--- src/rtl/fetch_unit.sv ---
//==============================================================================
// Module   : fetch_unit
// Purpose  : Instruction fetch sequencer (IDLE/REQ/HOLD) between PC, memory and
//            decode. Optional memory-wait timeout with sticky error: FETCH_TIMEOUT_EN.
// Revision : 1.0 - initial release
//==============================================================================
`default_nettype none

module fetch_unit #(
    parameter int ADDR_W      = 16,
    parameter int INSTR_W     = 16,
    parameter int TIMEOUT_CYC = 15
) (
    input  logic               clk,
    input  logic               reset,
    input  logic [ADDR_W-1:0]  pc_in,
    output logic               pc_inc,
    output logic               pc_load,
    output logic [ADDR_W-1:0]  pc_target,
    output logic               mem_req,
    output logic [ADDR_W-1:0]  mem_addr,
    input  logic               mem_ack,
    input  logic [INSTR_W-1:0] mem_rdata,
    output logic [INSTR_W-1:0] instr,
    output logic [ADDR_W-1:0]  instr_pc,
    output logic               instr_valid,
    input  logic               instr_ready,
    input  logic               redirect,
    input  logic [ADDR_W-1:0]  redirect_addr,
    output logic               fetch_err
);

    localparam logic [1:0] ST_IDLE = 2'd0;
    localparam logic [1:0] ST_REQ  = 2'd1;
    localparam logic [1:0] ST_HOLD = 2'd2;
`ifdef FETCH_TIMEOUT_EN
    localparam logic [1:0] ST_ERR  = 2'd3;
    localparam int         CNT_W   = $clog2(TIMEOUT_CYC + 1);
`endif

    logic [1:0]         state_q, state_d;
    logic               mem_req_q, mem_req_d;
    logic [ADDR_W-1:0]  mem_addr_q, mem_addr_d;
    logic [INSTR_W-1:0] instr_q, instr_d;
    logic [ADDR_W-1:0]  instr_pc_q, instr_pc_d;
    logic               instr_valid_q, instr_valid_d;
    logic               discard_q, discard_d;
`ifdef FETCH_TIMEOUT_EN
    logic [CNT_W-1:0]   cnt_q, cnt_d;
    logic               fetch_err_q, fetch_err_d;
`endif

    // State and datapath registers
    always_ff @(posedge clk) begin
        if (reset) begin
            state_q       <= ST_IDLE;
            mem_req_q     <= 1'b0;
            mem_addr_q    <= '0;
            instr_q       <= '0;
            instr_pc_q    <= '0;
            instr_valid_q <= 1'b0;
            discard_q     <= 1'b0;
`ifdef FETCH_TIMEOUT_EN
            cnt_q         <= '0;
            fetch_err_q   <= 1'b0;
`endif
        end else begin
            state_q       <= state_d;
            mem_req_q     <= mem_req_d;
            mem_addr_q    <= mem_addr_d;
            instr_q       <= instr_d;
            instr_pc_q    <= instr_pc_d;
            instr_valid_q <= instr_valid_d;
            discard_q     <= discard_d;
`ifdef FETCH_TIMEOUT_EN
            cnt_q         <= cnt_d;
            fetch_err_q   <= fetch_err_d;
`endif
        end
    end

    // Next-state and datapath update
    always_comb begin
        state_d       = state_q;
        mem_req_d     = mem_req_q;
        mem_addr_d    = mem_addr_q;
        instr_d       = instr_q;
        instr_pc_d    = instr_pc_q;
        instr_valid_d = instr_valid_q;
        discard_d     = discard_q;
`ifdef FETCH_TIMEOUT_EN
        cnt_d         = cnt_q;
        fetch_err_d   = fetch_err_q;
`endif
        case (state_q)
            ST_IDLE: begin
                // A redirect this cycle loads the PC; wait so the new pc_in is used.
                if (!redirect) begin
                    mem_addr_d = pc_in;
                    mem_req_d  = 1'b1;
                    state_d    = ST_REQ;
`ifdef FETCH_TIMEOUT_EN
                    cnt_d      = '0;
`endif
                end
            end
            ST_REQ: begin
                if (mem_ack) begin
                    mem_req_d = 1'b0;
                    if (discard_q || redirect) begin
                        discard_d = 1'b0;
                        state_d   = ST_IDLE;
                    end else begin
                        instr_d       = mem_rdata;
                        instr_pc_d    = mem_addr_q;
                        instr_valid_d = 1'b1;
                        state_d       = ST_HOLD;
                    end
                end else begin
                    // The request stays outstanding; its data is dropped on arrival.
                    if (redirect)
                        discard_d = 1'b1;
`ifdef FETCH_TIMEOUT_EN
                    if (cnt_q == CNT_W'(TIMEOUT_CYC - 1)) begin
                        fetch_err_d = 1'b1;
                        mem_req_d   = 1'b0;
                        state_d     = ST_ERR;
                    end else begin
                        cnt_d = cnt_q + 1'b1;
                    end
`endif
                end
            end
            ST_HOLD: begin
                if (redirect || instr_ready) begin
                    instr_valid_d = 1'b0;
                    state_d       = ST_IDLE;
                end
            end
            default: begin
`ifndef FETCH_TIMEOUT_EN
                state_d = ST_IDLE;
`endif
            end
        endcase
    end

    // PC control strobes
    always_comb begin
        pc_inc    = 1'b0;
        pc_load   = 1'b0;
        pc_target = redirect_addr;
        if (!reset) begin
            pc_load = redirect;
            pc_inc  = (state_q == ST_HOLD) && instr_ready && !redirect;
        end
    end

    assign mem_req     = mem_req_q;
    assign mem_addr    = mem_addr_q;
    assign instr       = instr_q;
    assign instr_pc    = instr_pc_q;
    assign instr_valid = instr_valid_q;
`ifdef FETCH_TIMEOUT_EN
    assign fetch_err   = fetch_err_q;
`else
    assign fetch_err   = 1'b0;
`endif

endmodule

`default_nettype wire
--- config.mk ---
export PLATFORM = sky130hd
export DESIGN_NAME = fetch_unit
export DESIGN_NICKNAME = d
export VERILOG_FILES = /design/src/rtl/fetch_unit.sv
export SDC_FILE = /design/constraint.sdc
export NUM_CORES = 1
export LEC_CHECK = 0
export ABC_AREA = 1
export BUFFER_PORTS_ARGS = -buffer_cell sky130_fd_sc_hd__buf_2
export CAP_MARGIN = 20
export CORE_ASPECT_RATIO = 0.6
export CORE_MARGIN = 3
export CORE_UTILIZATION = 40
export DETAILED_ROUTE_END_ITERATION = 16
export PLACE_DENSITY = 0.84
export SYNTH_ARGS = -nofsm -noshare
export SYNTH_HDL_FRONTEND = slang
export SYNTH_SLANG_ARGS = --single-unit
--- constraint.sdc ---
create_clock -name clk -period 1.05 [get_ports clk]
set_input_delay 0 -clock clk [delete_from_list [all_inputs] [get_ports clk]]
set_output_delay 0 -clock clk [all_outputs]
set_load 0.05 [all_outputs]
==> flow_summary.yaml <==
cts:
  cts_tree: "built"
  cts_made_buffers: 5
  clk_path_buf_depth: 2
  clkSinkCount: 53
  clkLatencyLatePin_ns: 0.30
  clock-root-buffer: "clkbuf_8"
  clkSlewWorstSetupHoldPaths_ns: 0.09
  htreeDepth: 2
worst_setup_path:
  rrSetupSlack_ns: -0.14
  critical-path-top-delay-family: "buffers and inverters"
  path_cells: "buf_6 > nand3_4 > nor2_4 > buf_12 > buf_8 > inv_4 > a21oi_2"
  r2r_end: "state_q[1]"
  endpoint_kind: "register"
  arrival_ns: 1.42
  critPathBufInv: 4
  critPathMaxFanout: 6
  critPathKind: "reg -> reg"
  r2r-start: "state_q[0]"
  cp_slowest_cell: "dfxtp_4"
  worst-r2r-cell-count: 7
  critPathLaunchType: "register"
  required_ns: 1.28
  critPathMaxStageDelay_ns: 0.39
detailed_routing:
  wire_per_inst_um: 13.61
  routed_wl_um: 6912
  drt_pre_antenna_iters: 4
  vias_per_cell: 4.774
  dr.first_iter.drc_count: 131
  ant_nets: 0
  vias: 2425
  topRoutingLayerUsed: "met4"
  dr_wl_met2_um: 2976
  wl_met3_um: 563
  m1WireLength_um: 3300
  drc: 0
status:
  status: "finished, violations left"
  violations: "negative setup slack"
die:
  die_w_um: 104.7
  dieArea_um2: 6827
  die_h_um: 65.21
  rows: 20
  io_pins: 122
  start_util: 0.4364
  coreArea_um2: 5355
final_layout:
  drive_gt1_frac: 0.3619
  antenna_cells: 0
  nNetsFinal: 483
  postLayoutCellArea_um2: 3339
  area_growth_syn_to_layout_pct: 42.88
  stdcell_count: 508
  fillerInstances: 487
synth:
  synth_commonest_cells: "nor2_1, dfxtp_1, nand2_1"
  synth-edff-count: 0
  synth_nets: 383
  synth-seq-cells: 53
  yosysTopAreaCell: "dfxtp_1"
  netlist_area_um2: 2337
  yosys_warnings: 0
  syn-mean-instance-area_um2: 7.083
  synth.top_cell.area_share: 0.4540
  ys.flop_type: "dfxtp_1"
  synth.distinct_cells: 19
  synth_cells: 330
  synth_most_common_cell: "nor2_1"
  netlist_top_cells_area: "dfxtp_1, nor2_1, nand4_1"
  yosysSeqAreaShare: 0.4540
  synth-async-reset-ratio: 0
power:
  total_leakage_power_uw: 0.001664
  p_per_area_nw_per_um2: 1493
  ir_drop_uv: 717.4
global_route:
  grt_max_degree: 27
  grt_pass1_vias: 2198
  gr-usage-all-layers: 0.1855
  antenna_found_initial: 0
  overflow: 0
  grt_pass1_wl_um: 10380
job:
  max-cap-violations: 0
placed_design:
  placed_area_um2: 2789
  globalplace.congestion: 0.8728
  dp.cells: 476
  dp_hpwl_um: 4385
  port_buffers: 88
sta:
  rsz0062_at_grt: "true"
  fin_crit_ns: 1.189
  setup_viol: 45
  fin_crit_sh: 1.133
  finClkSkew_ns: 0.007157
  finalHoldViolCount: 0
  max_freq_mhz: 840.9
  slew_violations: 0
  fin_hold_ws_ns: 0.00002197
  fin_ws_ns: -0.1392
hold_path:
  hold_class: "in -> out"
  min_from: "redirect_addr[13]"
  hold_depth: 0
  holdPathEnd: "pc_target[13]"
[registers in the layout, summed over array words and instances, names as in the netlist]
name,count
instr_valid,1
instr_pc,16
instr,16
state_q,2
mem_addr,16
mem_req,1
discard_q,1
[worst max path at each step]
stage	from	to	slack, ns	cells past startpoint
floorplan	discard_q	instr_valid	0.007	6
global placement	state_q[1]	mem_addr[13]	-0.05	5
detailed placement	state_q[0]	state_q[1]	-0.08	6
CTS	state_q[0]	state_q[1]	-0.09	6
global route	state_q[0]	state_q[1]	-0.19	7
finish	state_q[0]	state_q[1]	-0.14	7
[power breakdown]
group          total (uW)  leakage (uW)  internal [uW]  switching, uW
clock                1600     0.0000681            947            657
sequential           2200      0.000435           2120           80.2
combinational        1180       0.00116            388            795
total                4990       0.00166           3450           1530
[repair_timing]
action,4_1_cts,5_1_grt
buffers inserted,0,3
hold endpoints to repair,19,3
pin swaps,1,27
hold buffers,16,1
endpoints found under the setup margin,53,53
gates cloned,0,4
resized for setup,7,54
[cell type report]
cell class / count / area [um2] / share of cell area
clock inverter: 3 / 65.06 / 0.01948
timing repair buffer: 130 / 902.1 / 0.2701
inverter: 40 / 162.7 / 0.04871
tap: 77 / 96.34 / 0.02885
sequential: 53 / 1070 / 0.3203
multi-input combinational: 200 / 974.7 / 0.2919
clock buffer: 5 / 68.82 / 0.02061
[cells by family after synthesis]
| logic type | after synthesis | share of synthesized area |
|---|---|---|
| AOI/OAI and AO/OA | 21 | 0.04497 |
| buffers and inverters | 77 | 0.1649 |
| DFF | 53 | 0.4540 |
| other | 1 | 0.001604 |
| and+or+nand+nor | 178 | 0.3346 |
[worst register-to-register path, delay by kind of cell (launching register included)]
family,cells,cell delay [ns]
flip-flops,1,0.39
buffers and inverters,4,0.40
AO/OA/AOI/OAI,1,0.12
AND/OR/NAND/NOR,2,0.21
[metrics by stage]
step / TNS [ns] / setup WS [ns] / utilization / total power (uW)
6_report: -3.782 / -0.1392 / 0.6236 / 4985
5_1_grt: -5.979 / -0.1865 / 0.6236 / 5201
4_1_cts: -2.358 / -0.09434 / 0.5790 / 4907
3_5_place_dp: -1.879 / -0.08080 / 0.5208 / 3265
3_3_place_gp: -0.1050 / -0.04774 / 0.5208 / 3247
2_1_floorplan: 0 / 0.006886 / - / 3130
[routing by layer]
layer  GRT usage  up-vias
met5           0        -
met4     0.04255        0
met3     0.05201        9
met2      0.3039      112
met1      0.2456     1099
li1            -     1205
[cell usage in the layout, fill, tap and decap left out, drive strengths merged, types with 3 or more instances in the layout]
master / n
buf: 111
nor2: 105
dfxtp: 53
inv: 40
nand2: 37
nand4: 32
dlygate4sd3: 17
o21ai: 17
clkbuf: 7
a21oi: 4
nand3: 3
No activity file was read; power rests on OpenSTA's default activity.
